**src/rtl/imem_loader_pkg.sv**
```systemverilog
// Shared types and sizing helpers for the instruction-memory boot loader.
package imem_loader_pkg;

  typedef enum logic [2:0] {
    IDLE,
    LEN,
    DATA,
    WRITE,
    CHECK,
    DONE,
    ERROR
  } state_t;

  localparam int unsigned BYTE_CNT_W = 2;

  // Word index needs one extra bit so a full-depth count still fits.
  function automatic int unsigned idx_width(input int unsigned mem_size);
    return $clog2(mem_size) + 1;
  endfunction

endpackage

```
**src/rtl/rx_word_assembler.sv**
```systemverilog
// Collects four handshaken bytes LSB-first; word_valid pulses on the 4th byte
// with word already including that byte.
module rx_word_assembler
  import imem_loader_pkg::*;
(
  input  logic        clk,
  input  logic        rst,
  input  logic        clear,
  input  logic        byte_fire,
  input  logic [7:0]  byte_data,
  output logic [31:0] word,
  output logic        word_valid
);

  logic [BYTE_CNT_W-1:0] byte_cnt;
  logic [23:0]           shreg;

  always_ff @(posedge clk) begin
    if (rst || clear) begin
      byte_cnt <= '0;
      shreg    <= '0;
    end else if (byte_fire) begin
      byte_cnt <= byte_cnt + 1'b1;
      shreg    <= {byte_data, shreg[23:8]};
    end
  end

  // The current byte is merged combinationally so the caller can act on the
  // complete word in the same cycle as the last handshake.
  always_comb begin
    word       = {byte_data, shreg};
    word_valid = byte_fire && (byte_cnt == '1);
  end

endmodule

```
**src/rtl/imem_loader.sv**
```systemverilog
// Boot loader: length-prefixed little-endian byte stream -> instruction memory writes.
// Optional trailing checksum field enabled by IMEM_LOADER_CHKSUM_EN.
module imem_loader
  import imem_loader_pkg::*;
#(
  parameter int unsigned MEM_SIZE  = 16384,
  parameter logic [31:0] BASE_ADDR = 32'h0000_0000
) (
  input  logic        Clk_Core,
  input  logic        Rst_Core,
  input  logic        Load_Start,
  input  logic [7:0]  Rx_Data,
  input  logic        Rx_Valid,
  output logic        Rx_Ready,
  output logic        Imem_We,
  output logic [31:0] Imem_Addr,
  output logic [31:0] Imem_Wdata,
  output logic        Core_Hold,
  output logic        Load_Done,
  output logic        Load_Error
);

  localparam int unsigned IDX_W = idx_width(MEM_SIZE);

  state_t            state, state_nxt;
  logic [31:0]       len_q;
  logic [IDX_W-1:0]  idx_q;
  logic [31:0]       addr_q;
  logic [31:0]       wdata_q;
  logic              byte_fire;
  logic              start_ok;
  logic              last_word;
  logic [31:0]       word;
  logic              word_valid;
`ifdef IMEM_LOADER_CHKSUM_EN
  logic [31:0]       sum_q;
`endif

  assign byte_fire  = Rx_Valid && Rx_Ready;
  assign start_ok   = Load_Start && (state == IDLE || state == DONE || state == ERROR);
  assign last_word  = (32'(idx_q) + 32'd1) == len_q;
  assign Imem_Addr  = addr_q;
  assign Imem_Wdata = wdata_q;

  rx_word_assembler u_asm (
    .clk        (Clk_Core),
    .rst        (Rst_Core),
    .clear      (start_ok),
    .byte_fire  (byte_fire),
    .byte_data  (Rx_Data),
    .word       (word),
    .word_valid (word_valid)
  );

  always_ff @(posedge Clk_Core) begin
    if (Rst_Core) begin
      state   <= IDLE;
      len_q   <= '0;
      idx_q   <= '0;
      addr_q  <= '0;
      wdata_q <= '0;
`ifdef IMEM_LOADER_CHKSUM_EN
      sum_q   <= '0;
`endif
    end else begin
      state <= state_nxt;
      if (start_ok) begin
        len_q <= '0;
        idx_q <= '0;
`ifdef IMEM_LOADER_CHKSUM_EN
        sum_q <= '0;
`endif
      end
      if (state == LEN && word_valid) len_q <= word;
      // Address and data are captured on the last byte so they are stable during WRITE.
      if (state == DATA && word_valid) begin
        wdata_q <= word;
        addr_q  <= BASE_ADDR + (32'(idx_q) << 2);
      end
      if (state == WRITE) begin
        idx_q <= idx_q + 1'b1;
`ifdef IMEM_LOADER_CHKSUM_EN
        sum_q <= sum_q + wdata_q;
`endif
      end
    end
  end

  always_comb begin
    state_nxt  = state;
    Rx_Ready   = 1'b0;
    Imem_We    = 1'b0;
    Core_Hold  = 1'b0;
    Load_Done  = 1'b0;
    Load_Error = 1'b0;
    case (state)
      IDLE: begin
        if (Load_Start) state_nxt = LEN;
      end
      LEN: begin
        Rx_Ready  = 1'b1;
        Core_Hold = 1'b1;
        if (word_valid) begin
          if (word == '0) begin
`ifdef IMEM_LOADER_CHKSUM_EN
            state_nxt = CHECK;
`else
            state_nxt = DONE;
`endif
          end else if (word > 32'(MEM_SIZE)) begin
            state_nxt = ERROR;
          end else begin
            state_nxt = DATA;
          end
        end
      end
      DATA: begin
        Rx_Ready  = 1'b1;
        Core_Hold = 1'b1;
        if (word_valid) state_nxt = WRITE;
      end
      WRITE: begin
        Imem_We   = 1'b1;
        Core_Hold = 1'b1;
        if (last_word) begin
`ifdef IMEM_LOADER_CHKSUM_EN
          state_nxt = CHECK;
`else
          state_nxt = DONE;
`endif
        end else begin
          state_nxt = DATA;
        end
      end
`ifdef IMEM_LOADER_CHKSUM_EN
      CHECK: begin
        Rx_Ready  = 1'b1;
        Core_Hold = 1'b1;
        if (word_valid) state_nxt = (word == sum_q) ? DONE : ERROR;
      end
`endif
      DONE: begin
        Load_Done = 1'b1;
        if (Load_Start) state_nxt = LEN;
      end
      ERROR: begin
        Load_Error = 1'b1;
        if (Load_Start) state_nxt = LEN;
      end
      default: state_nxt = IDLE;
    endcase
  end

endmodule

```
**config.mk**
```make
export PLATFORM = sky130hd
export DESIGN_NAME = imem_loader
export DESIGN_NICKNAME = d
export VERILOG_FILES = /design/src/rtl/imem_loader_pkg.sv /design/src/rtl/rx_word_assembler.sv /design/src/rtl/imem_loader.sv
export SDC_FILE = /design/constraint.sdc
export NUM_CORES = 1
export LEC_CHECK = 0
export ABC_AREA = 1
export BUFFER_PORTS_ARGS = -buffer_cell sky130_fd_sc_hd__buf_2
export CAP_MARGIN = 20
export CORE_MARGIN = 3
export CORE_UTILIZATION = 38
export DETAILED_ROUTE_END_ITERATION = 10
export SLEW_MARGIN = 20
export SYNTH_ARGS = -nofsm -noshare
export SYNTH_HDL_FRONTEND = slang
export SYNTH_SLANG_ARGS = --single-unit
```
**constraint.sdc**
```tcl
create_clock -name Clk_Core -period 3.2 [get_ports Clk_Core]
set_input_delay 0.32 -clock Clk_Core [delete_from_list [all_inputs] [get_ports Clk_Core]]
set_output_delay 0.32 -clock Clk_Core [all_outputs]
set_load 0.02 [all_outputs]
```
==> results.py <==
metrics = {
    "place": {
        "gp_congestion": 0.855,
        "dpl-instance-area_mm2": 0.00607,
        "pre_cts_ws_ns": 0.892,
        "io_buffers": 63,
        "place_hpwl_um": 10300,
    },
    "timing": {
        "setup_viol": 0,
        "max_clock_freq_mhz": 421,
        "fin_ws_ns": 0.823,
        "slew-limit-headroom_pct": 32.9,
        "finClkSkew_ns": 0.00610,
        "report.final.slew_viol_count": 0,
        "tns_ns": 0,
        "rsz0062_at_grt": "false",
        "min_period_over_period_pct": 74.3,
        "min_period_ns": 2.38,
        "worstMarginPinSlew_ns": 1.01,
        "finalHoldViolCount": 0,
    },
    "synth": {
        "yosys.area.top_type": "dfxtp_1",
        "yosys.area.top_type_share_pct": 43.1,
        "synth-seq-area-share_pct": 43.1,
        "avgSynthCellArea_um2": 6.98,
        "synth_area_mm2": 0.00572,
        "synthTopCellsByArea": "dfxtp_1 (43%), nand3_1 (15%), nand2_1 (12%), a21oi_1 (9.8%), inv_1 (4.3%)",
        "yosysWarningCount": 0,
        "synthCells": 819,
        "ys_ff_latch": 123,
        "synth_cell_type_count": 29,
    },
    "setup_path": {
        "end_kind": "register",
        "r2r_slack_ns": 0.82,
        "r2r_end": "Imem_Addr[7]$_SDFFE_PP0P_",
        "worstPathMaxFanout": 34,
        "crit_type": "reg -> reg",
        "cp.required_ns": 3.54,
        "arrival_ns": 2.71,
        "r2r-start": "state[1]$_SDFFE_PP0P_",
        "rr_worst_depth": 10,
        "start_kind": "register",
    },
    "cts": {
        "hold_buffers": 0,
        "cts_buffers": 17,
        "htreeDepth": 4,
        "clk_latency_ns": 0.42,
        "clockBufferDepth": 2,
        "path_clk_slew_ns": 0.06,
        "clock-root-buffer": "clkbuf_16",
        "cts_resized": 0,
        "cts_sinks": 123,
        "post_cts_buffers": 0,
        "cts_tree": "yes",
    },
    "pwr": {
        "power_density_mw_per_mm2": 661,
        "leakagePower_nw": 2.55,
        "ir_drop_uv": 344,
    },
    "floorplan": {
        "die_w_um": 129,
        "coreArea_mm2": 0.0146,
        "die_area_mm2": 0.0166,
        "rows": 44,
        "start_util_pct": 39.1,
        "die_h_um": 129,
        "ios": 81,
    },
    "global_routing": {
        "grt_max_degree": 97,
        "grt_pass1_wl_um": 25500,
        "global_route.usage.total_pct": 19.2,
        "grtUsageMet1_pct": 25.3,
        "grt_util_met2_pct": 31.1,
        "overflow": 0,
        "antenna_found_initial": 0,
        "grt_util_met3_pct": 4.94,
        "grt_most_used_layer": "met2",
        "grt_pass1_vias": 4992,
    },
    "route": {
        "drt_iter0_drc": 355,
        "dr.pass1.iters": 4,
        "wl_um": 15400,
        "ant_nets": 0,
        "wl_per_cell_um": 14.6,
        "num_vias": 5386,
        "drc": 0,
        "via_per_inst": 5.10,
    },
    "finish": {
        "fin_area_mm2": 0.00673,
        "fill_cells": 1503,
        "fin_nets": 874,
        "seq_area_mm2": 0.00246,
        "antenna_cells": 0,
        "final_cell_mix": "nand2_1 (182), nand3_1 (166), dfxtp_1 (123)",
        "final_common_cell": "nand2_1",
        "multi_input_comb_area_mm2": 0.00272,
        "final_util_pct": 46.0,
        "area_growth_pct": 17.7,
        "drive_gt1_share_pct": 14.5,
    },
    "job": {
        "cap_viol_max_count": 0,
    },
    "hold_path": {
        "worstHoldPathCells": 3,
        "hold_end": "len_q[24]$_SDFFE_PP0P_",
        "hp-class": "in -> reg",
        "worstHoldStart": "Rx_Data[0]",
    },
    "run_status": {
        "outcome": "completed",
    },
}
==> per-layer routing <==
| metal | part of all wire [%] | wire [um] | vias up |
|---|---|---|---|
| li1 | - | - | 2771 |
| met1 | 48 | 7340 | 2457 |
| met2 | 46 | 7140 | 147 |
| met3 | 5.1 | 792 | 11 |
| met4 | 0.99 | 153 | 0 |
| met5 | 0 | 0 | - |
==> layout make-up <==
class	instances	share of cell area [%]
clock inverter	10	2.77
tap	184	3.42
clock buffer	22	7.05
sequential	123	36.6
timing repair buffer	74	5.95
multi-input combinational	576	40.4
inverter	68	3.81
==> critical path, cell delays in order (launching register included) <==
cell,delay [ns]
dfxtp_1,0.38
inv_1,0.08
a21oi_2,0.16
nand2_1,0.11
clkinv_2,0.08
nand2_4,0.19
nor2_8,0.22
buf_4,0.35
buf_4,0.40
nand3_1,0.13
a21oi_1,0.15
==> flip-flops by register name, indices dropped and copies added (netlist names) <==
name            cells
Imem_Addr          15
Imem_Wdata         32
idx_q              15
len_q              32
state               3
u_asm.byte_cnt      2
u_asm.shreg        24
==> cells in the mapped netlist, drive strengths merged <==
| cell type | count |
|---|---|
| o21ai | 3 |
| nor4 | 3 |
| clkbuf | 27 |
| nand3b | 2 |
| inv | 67 |
| nand4 | 12 |
| o22ai | 10 |
| ha | 2 |
| conb | 1 |
| nand2 | 188 |
| a31oi | 2 |
| xor2 | 2 |
| nor3 | 3 |
| clkinv | 1 |
| nand3 | 167 |
| nor2 | 50 |
| dfxtp | 123 |
| a21oi | 115 |
| buf | 41 |
==> worst max-delay path by stage <==
stage,startpoint,end,cells past startpoint
2_1_floorplan,idx_q[0]$_SDFFE_PP0P_,state[1]$_SDFFE_PP0P_,16
3_3_place_gp,state[2]$_SDFFE_PP0P_,Imem_Wdata[29]$_SDFFE_PP0P_,9
3_5_place_dp,state[1]$_SDFFE_PP0P_,len_q[28]$_SDFFE_PP0P_,10
4_1_cts,state[1]$_SDFFE_PP0P_,idx_q[4]$_SDFFE_PP0P_,10
5_1_grt,state[1]$_SDFFE_PP0P_,Imem_Addr[10]$_SDFFE_PP0P_,10
6_report,state[1]$_SDFFE_PP0P_,Imem_Addr[7]$_SDFFE_PP0P_,10
==> per-stage QoR <==
stage / std cells / power, mW / hold slack (ns)
finish: 1057 / 4.45 / 0.223
global placement: 1025 / 2.34 / 0.447
detailed placement: 1025 / 2.34 / 0.449
CTS: 1057 / 4.47 / 0.208
floorplan: 835 / 2.15 / 0.445
global route: 1057 / 4.64 / 0.208
==> logic make-up (layout without fill, tap and decap cells) <==
logic type	count (synthesis)	count (layout)	synth area share, %
compound gates	130	130	11.8
xor+xnor	2	2	0.306
fa+ha+maj	2	2	0.437
buf+inv	136	174	10.6
flops	123	123	43.1
other cells	1	17	0.0656
simple gates	425	425	33.7
==> power breakdown <==
group          internal [mW]  switching (mW)  leakage [nW]
combinational          0.154           0.545          1.25
clock                   1.44           0.697         0.313
sequential              1.56          0.0458         0.991
Power figures use the tool's default switching activity.
